## src/rtl/alu_arbiter.sv

```systemverilog
// alu_arbiter: shares one ALU between the execute stage (requester 0) and the
// debug/tester port (requester 1). Round-robin grant, operands captured at
// accept, start/done handshake to the ALU with an optional timeout, and the
// result returned on the owning requester's response channel.
module alu_arbiter #(
  parameter int DATA_WIDTH     = 32,
  parameter int OPER_WIDTH     = 4,
  parameter int FLAGS_WIDTH    = 4,
  parameter int TIMEOUT_CYCLES = 16,
  parameter int COUNT_WIDTH    = 16
) (
  input  logic                      clk,
  input  logic                      rst,
  input  logic                      enable,
  input  logic [1:0]                req_valid,
  output logic [1:0]                req_ready,
  input  logic [2*OPER_WIDTH-1:0]   req_oper,
  input  logic [2*DATA_WIDTH-1:0]   req_a,
  input  logic [2*DATA_WIDTH-1:0]   req_b,
  output logic [1:0]                resp_valid,
  input  logic [1:0]                resp_ready,
  output logic [DATA_WIDTH-1:0]     resp_result,
  output logic [FLAGS_WIDTH-1:0]    resp_flags,
  output logic                      resp_err,
  output logic                      alu_start,
  output logic [OPER_WIDTH-1:0]     alu_oper,
  output logic [DATA_WIDTH-1:0]     alu_a,
  output logic [DATA_WIDTH-1:0]     alu_b,
  input  logic                      alu_done,
  input  logic [DATA_WIDTH-1:0]     alu_result,
  input  logic [FLAGS_WIDTH-1:0]    alu_flags,
  output logic [COUNT_WIDTH-1:0]    op_count
);

  localparam logic [1:0] S_IDLE  = 2'd0;
  localparam logic [1:0] S_ISSUE = 2'd1;
  localparam logic [1:0] S_WAIT  = 2'd2;
  localparam logic [1:0] S_RESP  = 2'd3;

  // Wait counter is wide enough to reach TIMEOUT_CYCLES-1; it is never
  // compared when the timeout is disabled.
  localparam int TW = (TIMEOUT_CYCLES > 1) ? $clog2(TIMEOUT_CYCLES) : 1;
  localparam logic [TW-1:0] T_LAST = TW'((TIMEOUT_CYCLES > 0) ? TIMEOUT_CYCLES - 1 : 0);

  logic [1:0]             state_reg;
  logic                   last_grant_reg;
  logic                   owner_reg;
  logic [OPER_WIDTH-1:0]  oper_reg;
  logic [DATA_WIDTH-1:0]  a_reg;
  logic [DATA_WIDTH-1:0]  b_reg;
  logic [DATA_WIDTH-1:0]  result_reg;
  logic [FLAGS_WIDTH-1:0] flags_reg;
  logic                   err_reg;
  logic [TW-1:0]          wait_cnt_reg;
  logic [COUNT_WIDTH-1:0] count_reg;

  logic grant_valid;
  logic grant_id;

  // Round-robin pick: favour the requester that did not win last time.
  // Depends only on state, enable, req_valid and last_grant.
  always_comb begin
    grant_valid = 1'b0;
    grant_id    = 1'b0;
    if (state_reg == S_IDLE && enable) begin
      if (req_valid[~last_grant_reg]) begin
        grant_valid = 1'b1;
        grant_id    = ~last_grant_reg;
      end else if (req_valid[last_grant_reg]) begin
        grant_valid = 1'b1;
        grant_id    = last_grant_reg;
      end
    end
  end

  // Per-requester handshake outputs; at most one bit of each is ever set.
  for (genvar gi = 0; gi < 2; gi++) begin : g_chan
    assign req_ready[gi]  = grant_valid && (grant_id == 1'(gi));
    assign resp_valid[gi] = (state_reg == S_RESP) && (owner_reg == 1'(gi));
  end

  assign alu_start   = (state_reg == S_ISSUE);
  assign alu_oper    = oper_reg;
  assign alu_a       = a_reg;
  assign alu_b       = b_reg;
  assign resp_result = result_reg;
  assign resp_flags  = flags_reg;
  assign resp_err    = err_reg;
  assign op_count    = count_reg;

  // Sequencer: accept, issue, wait for done or timeout, hold response.
  always_ff @(posedge clk) begin
    if (rst) begin
      state_reg      <= S_IDLE;
      last_grant_reg <= 1'b1;
      owner_reg      <= 1'b0;
      oper_reg       <= '0;
      a_reg          <= '0;
      b_reg          <= '0;
      result_reg     <= '0;
      flags_reg      <= '0;
      err_reg        <= 1'b0;
      wait_cnt_reg   <= '0;
      count_reg      <= '0;
    end else begin
      case (state_reg)
        S_IDLE: begin
          if (grant_valid) begin
            owner_reg      <= grant_id;
            last_grant_reg <= grant_id;
            oper_reg       <= grant_id ? req_oper[2*OPER_WIDTH-1:OPER_WIDTH] : req_oper[OPER_WIDTH-1:0];
            a_reg          <= grant_id ? req_a[2*DATA_WIDTH-1:DATA_WIDTH]    : req_a[DATA_WIDTH-1:0];
            b_reg          <= grant_id ? req_b[2*DATA_WIDTH-1:DATA_WIDTH]    : req_b[DATA_WIDTH-1:0];
            state_reg      <= S_ISSUE;
          end
        end
        S_ISSUE: begin
          wait_cnt_reg <= '0;
          state_reg    <= S_WAIT;
        end
        S_WAIT: begin
          // A done in the same cycle as the timeout still delivers the result.
          if (alu_done) begin
            result_reg <= alu_result;
            flags_reg  <= alu_flags;
            err_reg    <= 1'b0;
            state_reg  <= S_RESP;
          end else if (TIMEOUT_CYCLES > 0 && wait_cnt_reg == T_LAST) begin
            result_reg <= '0;
            flags_reg  <= '0;
            err_reg    <= 1'b1;
            state_reg  <= S_RESP;
          end else begin
            wait_cnt_reg <= wait_cnt_reg + 1'b1;
          end
        end
        S_RESP: begin
          if (resp_ready[owner_reg]) begin
            count_reg <= count_reg + 1'b1;
            state_reg <= S_IDLE;
          end
        end
        default: state_reg <= S_IDLE;
      endcase
    end
  end

endmodule

```

## config.mk

```make
export PLATFORM = sky130hd
export DESIGN_NAME = alu_arbiter
export DESIGN_NICKNAME = d
export VERILOG_FILES = /design/src/rtl/alu_arbiter.sv
export SDC_FILE = /design/constraint.sdc
export NUM_CORES = 1
export LEC_CHECK = 0
export BUFFER_PORTS_ARGS = -buffer_cell sky130_fd_sc_hd__buf_2
export CAP_MARGIN = 15
export CORE_MARGIN = 8
export CORE_UTILIZATION = 43
export CTS_BUF_LIST = sky130_fd_sc_hd__clkbuf_16
export DETAILED_ROUTE_END_ITERATION = 16
export HOLD_SLACK_MARGIN = 0.03
export PLACE_DENSITY = 0.78
export RECOVER_POWER = 50
export SLEW_MARGIN = 10
export SYNTH_ARGS = -nofsm -noshare
export SYNTH_HDL_FRONTEND = slang
export SYNTH_SLANG_ARGS = --single-unit
```

## constraint.sdc

```tcl
create_clock -name clk -period 2.55 [get_ports clk]
set_clock_uncertainty 0.1 [all_clocks]
set_input_delay 0.1275 -clock clk [delete_from_list [all_inputs] [get_ports clk]]
set_output_delay 0.1275 -clock clk [all_outputs]
set_load 0.02 [all_outputs]
```

==> results of run 1 <==
## kinds of logic after synthesis
kind of cell	count (synthesis)	share of synthesized area
mux	4	0.00837
xor+xnor	9	0.0155
buf+inv	55	0.0409
flops	129	0.508
fa+ha+maj	6	0.0148
simple gates	240	0.195
compound gates	136	0.217
## area by class of cell
cell class | instances | area (um^2) | area share
Timing Repair inverter | 1 | 5.00 | 0.000567
Clock buffer | 17 | 425 | 0.0482
Antenna cell | 4 | 10.0 | 0.00113
Tap cell | 143 | 179 | 0.0203
Clock inverter | 10 | 37.5 | 0.00425
Timing Repair Buffer | 488 | 3230 | 0.366
Multi-Input combinational cell | 395 | 2320 | 0.263
Sequential cell | 129 | 2580 | 0.293
Inverter | 8 | 35.0 | 0.00397
## metrics by stage
| stage | setup WS, ns | std cells | cell area, um^2 |
|---|---|---|---|
| after floorplan | 0.588 | 579 | 5080 |
| after global placement | 0.487 | 990 | 6730 |
| after detailed placement | 0.440 | 990 | 6730 |
| after CTS | 0.0391 | 1189 | 8920 |
| after global routing | -0.0145 | 1195 | 8820 |
| final | 0.118 | 1195 | 8820 |
## synthesized netlist by cell type (all sizes together)
master and instances:
a22oi 37, a311oi 39, a22o 1, a21oi 11, clkbuf 44, ha 6, o211ai 2, and2b 1
nor2 118, or4b 1, nor4 1, o31a 1, o21a 1, inv 7, nor2b 1, and4b 1
and2 2, nand4 5, o41ai 2, dfxtp 129, and3 4, a222oi 29, and4 1, clkinv 1
or3 3, buf 3, nand3 8, nand2 87, o311a 1, mux2 2, xnor2 5, or4 1
o21ai 8, a211oi 1, nor3 5, nand3b 1, a21boi 1, mux2i 2, o211a 1, xor2 4
a31oi 1
## critical path: stages (launching register included)
cell and delay [ns]:
dfxtp_1 0.32, inv_1 0.10, ha_2 0.24, o211a_2 0.22
buf_12 0.29, nor2_1 0.12, a311oi_1 0.31, dlygate4sd3_1 0.62
## timing repair
item	CTS	global route
setup endpoints to repair	0	54
hold buffers	172	3
hold endpoints to repair	104	3
buffers inserted	0	1
gates resized for setup	0	11
## layer usage
metal  part of all wire  track usage
met1               0.35        0.297
met2               0.48        0.506
met3               0.11        0.109
met4              0.059        0.193
met5                  0            0
## worst paths after layout
path / start / slack [ns] / cells past startpoint / to
min: rst / 0.07 / 2 / op_count[11]$_SDFFE_PP0P_
max reg2reg: state_reg[0]$_SDFFE_PP0P_ / 0.12 / 7 / alu_b[15]$_SDFFE_PP0P_
min reg2reg: last_grant_reg$_SDFFE_PP1P_ / 0.36 / 2 / last_grant_reg$_SDFFE_PP1P_
max: state_reg[0]$_SDFFE_PP0P_ / 0.12 / 7 / alu_b[15]$_SDFFE_PP0P_
## power breakdown
| group | switching, W | internal (W) |
|---|---|---|
| Clock | 0.000810 | 0.00117 |
| Sequential | 0.000219 | 0.00235 |
| Combinational | 0.00161 | 0.00117 |
| Total | 0.00264 | 0.00469 |
==> metrics, run 1 <==
worst hold-check path type in2reg; Max IR drop VDD 0.000624 V; Yosys cell types 44; remaining antenna violation count 0; Yosys top cell by area dfxtp_1; num rows 39; Final GP Congestion 0.849; share of cells above drive strength 1 0.217; Max Cap Violations 0; top cell type's share of synthesized area 0.508; status completed; Max Root-Sink Buffers 2; Syn. warnings 0; I/O pin count 306; Slew headroom 0.664; fmax 411 MHz; Initial Util 0.443; fin. max-slew vios 0; HPWL Detailed 13.1 mm; Finished Core Util 0.770; antenna violations before repair 4; vias per cell 5.70; full die area 0.0156 mm^2; Worst Setup Path Type reg2reg; total CTS buffers 17; CTS tree yes; Final Cycle Share 0.954; PD cells 831 mW/mm^2; Mapped Nets 765; Slew @ Worst Pin 0.489 ns; final setup fails 0; post-route setup TNS 0 ns; Global Route Usage Sum 0.296; initial DRC count 706; final WL 24.4 mm; Post-Syn Area 0.00508 mm^2; final net count 1226; Seq/Total Area, Yosys 0.508; Setup crit start kind flip-flop; Layout area overhead 73.6%; number of I/O port buffers 305; hold_ws 0.0700 ns; DR vias 6814; Congestion Overflow GR 0; commonest non-fill, non-tap cell in the layout buf_2; Req. time, crit path 2.81 ns; vias in the first global route 7104; largest net degree at the start of global routing 79; Worst-Skew Late Latency 0.41 ns; Worst Path Arrival 2.69 ns; Tmin final 2.43 ns; first-pass GRT wire length 37.4 mm; Fillers 753; #FFs+latches synth 129; syn_area_per_cell 8.78 um^2; router iterations before antenna repair 7; Die Width 125 um; Design Power 0.00733 W; crit path max fanout 78; largest cells by area after synthesis dfxtp_1 (51%), nor2_1 (8.7%), a311oi_1 (6.7%); most frequent cells in the layout buf_2 (183), dlygate4sd3_1 (172), dfxtp_1 (129); CTS H-tree depth 4; Hold Violations, Final 0; RSZ-0062 raised after global routing yes; Worst setup EP type flip-flop; core box area 0.0115 mm^2; DRC Markers 0; Clk pin slew, worst setup/hold paths 0.05 ns; CTS Sinks 129; Routed WL per cell 20.5 um; Leak 3.72 nW; Vert. Die Dim 125 um; cell count after synthesis 579; Root Buffer Master clkbuf_16
Power figures use the tool's default switching activity.
==> inputs of run 2 (changes only) <==
Settings changed: ABC_AREA set to 1, CORE_UTILIZATION 43 to 50, CTS_BUF_LIST sky130_fd_sc_hd__clkbuf_16 to sky130_fd_sc_hd__clkbuf_2 sky130_fd_sc_hd__clkbuf_4 sky130_fd_sc_hd__clkbuf_8, PLACE_DENSITY 0.78 to 0.86.
Clock period 2.55 ns to 3.1 ns, I/O delays scaled along.
==> run 2 against run 1 <==
Compared with the run above: cell count increased by 21%; die area is 3.3% lower; via count rose by 16%; setup slack improved by 0.13 ns; non-clock buffer count decreased by 4; total power down 18%; maximum frequency decreased by 15%; clock power is 13% lower.
==> metrics, run 2 <==
status completed; total CTS buffers 17; Tmin final 2.86 ns; Final GP Congestion 0.863; DR vias 7926; worst path buffer plus inverter count 4; Yosys top cell by area dfxtp_1; number of flops mapped to enable cells by yosys 0; vias per cell 5.47; met2 Usage GRT 0.593; syn_area_per_cell 6.83 um^2; first-pass GRT wire length 41.2 mm; largest stage delay on the critical path 0.63 ns; Post-Syn Area 0.00569 mm^2; Max IR drop VDD 0.000445 V; final WL 26.7 mm; remaining antenna violation count 0; Worst R2R Path Depth 9; r2r setup slk 0.24 ns; Final Cycle Share 0.921; Leak 4.47 nW; cts repair resizes 0; Vert. Die Dim 123 um; CP top delay family buffers and inverters; Syn. warnings 0; Worst Path Arrival 3.07 ns; initial DRC count 871; cell count after synthesis 833; #FFs+latches synth 129; Setup WS pre-CTS 0.829 ns; Worst Setup Path Type reg2reg; Synth top cells by count nand2_1 (314), dfxtp_1 (129), inv_1 (104); antenna violations before repair 2; FFs w/ async S/R, synth 0; RSZ-0062 raised after global routing no; Worst setup EP type flip-flop; I/O pin count 306; Seq/Total Area, Yosys 0.454; Slew @ Worst Pin 0.980 ns; Routed WL per cell 18.4 um; Slew headroom 0.342; Synth Flop Type dfxtp_1; Clk pin slew, worst setup/hold paths 0.08 ns; num rows 39; CTS Sinks 129; core box area 0.0113 mm^2; min-delay src alu_done; CP Cell Sequence inv_1, ha_1, nand2_1, a21oi_4, buf_4, nand3_1, dlygate4sd3_1, o211ai_1, inv_1; number of I/O port buffers 305; Setup Buffers After CTS 0; CTS tree yes; HPWL Detailed 13.8 mm; fin. max-slew vios 0; Worst-Skew Late Latency 0.43 ns; Root Buffer Master clkbuf_8; final setup fails 0; crit path max fanout 78; full die area 0.0150 mm^2; Die Width 123 um; Req. time, crit path 3.31 ns; largest cells by area after synthesis dfxtp_1 (45%), nand2_1 (21%), nand3_1 (7.2%); post-route setup TNS 0 ns; Slowest cell on crit path buf_4; largest net degree at the start of global routing 79; CTS H-tree depth 4; PD cells 645 mW/mm^2; most numerous cell in the Yosys netlist nand2_1; grt peak-use layer met2; met1 GRT Util 0.352; reg2reg end alu_a[4]$_SDFFE_PP0P_; Initial Util 0.505; Hold Violations, Final 0; hold depth 6; Setup crit start kind flip-flop; top cell type's share of synthesized area 0.454; Mapped Nets 1019; router iterations before antenna repair 7; worst hold-check path type in2reg; Congestion Overflow GR 0; vias in the first global route 8108; share of cells above drive strength 1 0.179; final net count 1477; Yosys cell types 24; DRC Markers 0; grt met3 use 0.106; Worst R2R Start state_reg[0]$_SDFFE_PP0P_; fmax 350 MHz; Hold Path End wait_cnt_reg[1]$_SDFFE_PP0P_; Max Cap Violations 0; most used cell, CP inv_1; commonest non-fill, non-tap cell in the layout nand2_1; Layout area overhead 63.6%; Finished Core Util 0.826; Global Route Usage Sum 0.350; most frequent cells in the layout nand2_1 (314), buf_2 (183), dlygate4sd3_1 (172); min setup slack post-route 0.245 ns; Max Root-Sink Buffers 2
-- run 2: tightest hold or removal path, cell delays in order --
cell	delay [ns]
buf_2	0.09
inv_1	0.03
nand3_1	0.12
inv_1	0.06
nand3_1	0.06
a21oi_1	0.06
-- run 2: power breakdown --
group          total [W]  internal [W]  switching, W
Sequential       0.00213       0.00194      0.000193
Combinational    0.00214      0.000833       0.00131
Clock            0.00173       0.00103      0.000699
Total            0.00600       0.00380       0.00220
-- run 2: stage by stage --
step	instance area, um^2	hold slack, ns	instances	total power, W
finish	9310	0.0966	1450	0.00600
detailed placement	7250	0.313	1243	0.00380
global route	9310	0.137	1449	0.00626
floorplan	5690	0.203	833	0.00322
global placement	7250	0.309	1243	0.00377
CTS	9450	0.0759	1447	0.00589
-- run 2: how the worst max path moves through the flow --
stage | start | endpoint | slack (ns) | depth (start not counted)
2_1_floorplan | state_reg[0]$_SDFFE_PP0P_ | alu_b[2]$_SDFFE_PP0P_ | 1.47 | 11
3_3_place_gp | state_reg[0]$_SDFFE_PP0P_ | resp_result[25]$_SDFFE_PP0P_ | 0.92 | 7
3_5_place_dp | state_reg[0]$_SDFFE_PP0P_ | resp_result[4]$_SDFFE_PP0P_ | 0.83 | 7
4_1_cts | state_reg[0]$_SDFFE_PP0P_ | alu_b[27]$_SDFFE_PP0P_ | 0.44 | 9
5_1_grt | state_reg[0]$_SDFFE_PP0P_ | alu_b[7]$_SDFFE_PP0P_ | 0.04 | 10
6_report | state_reg[0]$_SDFFE_PP0P_ | alu_a[4]$_SDFFE_PP0P_ | 0.24 | 9
-- run 2: layout make-up --
| class | count | area, um^2 |
|---|---|---|
| well taps | 143 | 179 |
| flip-flops and latches | 129 | 2580 |
| clock inverters | 12 | 203 |
| fillers | 671 | 1960 |
| repair buffers | 484 | 3150 |
| multi-input cells | 548 | 2500 |
| clock buffers | 20 | 275 |
| diodes | 3 | 7.51 |
| inverters | 111 | 417 |
-- run 2: metal layers --
metal	vias up	part of all wire
met3	194	0.11
met1	3539	0.33
met5	-	0
met2	665	0.49
met4	0	0.079
li1	3528	-
-- run 2: logic make-up after synthesis --
family                     synth area share
buffers and inverters                 0.109
xor gates and xnor gates            0.00154
adders and majority gates            0.0132
and+or+nand+nor                       0.315
AOI/OAI and AO/OA                     0.108
DFF                                   0.454
-- run 2: repair_timing --
action                                  in CTS  in global routing
endpoints found under the hold margin      104                  0
hold buffers                               172                  0
endpoints found under the setup margin       0                  0
==> inputs of run 3 (changes only) <==
Settings changed: ABC_AREA 1 to unset, CORE_UTILIZATION 50 to 48.
==> run 3 against run 2 <==
Compared with the run above: core utilization up 4.4 points; sequential power about the same; critical path depth down 1; sequential cell count unchanged; largest cell class unchanged; clock-buffer cell count down 1; first-iteration DRC count up 37%; total power up 1.3%; global-route usage up 1.0 points; sequential share of layout area up 1.0 points; critical path type unchanged; via count down 8.1%; setup slack worse by 0.24 ns.
==> metrics, run 3 (same netlist as run 1, synthesis figures left out) <==
post-route setup TNS 0 ns; cts repair resizes 0; worst path buffer plus inverter count 3; min setup slack post-route 0.00556 ns; number of I/O port buffers 305; share of cells above drive strength 1 0.221; Initial Util 0.492; first-pass GRT wire length 41.1 mm; worst hold-check path type in2reg; PD cells 677 mW/mm^2; final WL 26.7 mm; DRC Markers 0; Final Cycle Share 0.998; Req. time, crit path 3.30 ns; largest stage delay on the critical path 0.66 ns; Hold Violations, Final 0; Final GP Congestion 0.866; r2r setup slk 0.006 ns; num rows 37; Setup WS pre-CTS 0.865 ns; Slew @ Worst Pin 0.945 ns; Worst Setup Path Type reg2reg; commonest non-fill, non-tap cell in the layout dlygate4sd3_1; Max Cap Violations 0; Clk pin slew, worst setup/hold paths 0.09 ns; fmax 323 MHz; DR vias 7282; Post-Place Cells 985; final net count 1250; I/O pin count 306; router iterations before antenna repair 8; Worst-Skew Late Latency 0.42 ns; Tmin final 3.09 ns; Die Width 119 um; HPWL Detailed 13.3 mm; CTS tree yes; Slowest cell on crit path dlygate4sd3_1; Worst setup EP type flip-flop; status completed; full die area 0.0141 mm^2; Global Route Usage Sum 0.360; Finished Core Util 0.870; Congestion Overflow GR 0; total CTS buffers 17; vias per cell 5.98; CTS Sinks 129; initial DRC count 1194; largest net degree at the start of global routing 49; Root Buffer Master clkbuf_8; CTS H-tree depth 4; Max Root-Sink Buffers 2; Setup crit start kind flip-flop; Fillers 520; CP top delay family buffers and inverters; crit path max fanout 28; remaining antenna violation count 0; antenna violations before repair 3; core box area 0.0103 mm^2; hold depth 4; Setup Buffers After CTS 0; Vert. Die Dim 119 um; Worst R2R Path Depth 8; fin. max-slew vios 0; CP Cell Sequence inv_1, ha_1, o211ai_1, nor2_2, buf_4, a222oi_1, dlygate4sd3_1, nor2_1; Leak 3.83 nW; vias in the first global route 7719; Max IR drop VDD 0.000434 V; most frequent cells in the layout dlygate4sd3_1 (196), buf_2 (182), dfxtp_1 (129); Slew headroom 0.367; Routed WL per cell 21.9 um; Worst Path Arrival 3.30 ns; final setup fails 0; Layout area overhead 76.7%; Crit path depth 8; Post-Layout Cell Count 1217
## run 3: cell count changes in the layout (fill, tap and decap cells not counted), sizes merged, moves of 39 or more
| cell | change |
|---|---|
| a311oi | +39 |
| inv | -100 |
| nand2 | -227 |
| nand3 | -74 |
| nor2 | +83 |
## run 3: final timing paths
path	end	startpoint
setup / recovery	alu_b[0]$_SDFFE_PP0P_	state_reg[0]$_SDFFE_PP0P_
hold / removal	state_reg[1]$_SDFFE_PP0P_	alu_done
setup reg to reg	alu_b[0]$_SDFFE_PP0P_	state_reg[0]$_SDFFE_PP0P_
hold reg to reg	last_grant_reg$_SDFFE_PP1P_	last_grant_reg$_SDFFE_PP1P_
## run 3: what timing repair did
item | in CTS | in global routing
hold endpoints to repair | 105 | 0
hold buffers | 196 | 0
endpoints found under the setup margin | 0 | 1
## run 3: metal layers
metal	track usage	vias to the layer above	share of wire
met4	0.262	0	0.076
met2	0.624	719	0.48
met1	0.365	3312	0.33
met3	0.106	173	0.11
met5	0	-	0
li1	-	3078	-
## run 3: cell type report
cell class                 instances  area [um^2]  share of cell area
inverter                           8         30.0             0.00334
tap                              136          170              0.0189
clock buffer                      19          255              0.0284
multi-input combinational        395         2300               0.257
clock inverter                    13          175              0.0195
antenna                            4         10.0             0.00111
sequential                       129         2580               0.288
timing repair buffer             513         3450               0.385
## run 3: power breakdown
group          leakage, nW  internal [W]  total [W]  switching, W
logic                 2.57       0.00100    0.00237       0.00137
clock network        0.211      0.000843    0.00159      0.000744
registers             1.05       0.00193    0.00212      0.000193
total                 3.83       0.00378    0.00608       0.00231
## run 3: metrics by stage
step           power [W]  area [um^2]  hold WS [ns]
2_1_floorplan    0.00323         5080         0.203
3_3_place_gp     0.00383         6730         0.289
6_report         0.00608         8980         0.172
5_1_grt          0.00632         8980         0.234
3_5_place_dp     0.00386         6730         0.298
4_1_cts          0.00589         9120         0.133
## run 3: worst register-to-register path: stages (launching register included)
cell and delay, ns:
dfxtp_1 0.39, inv_1 0.10, ha_1 0.28, o211ai_1 0.45
nor2_2 0.16, buf_4 0.29, a222oi_1 0.48, dlygate4sd3_1 0.66
nor2_1 0.07
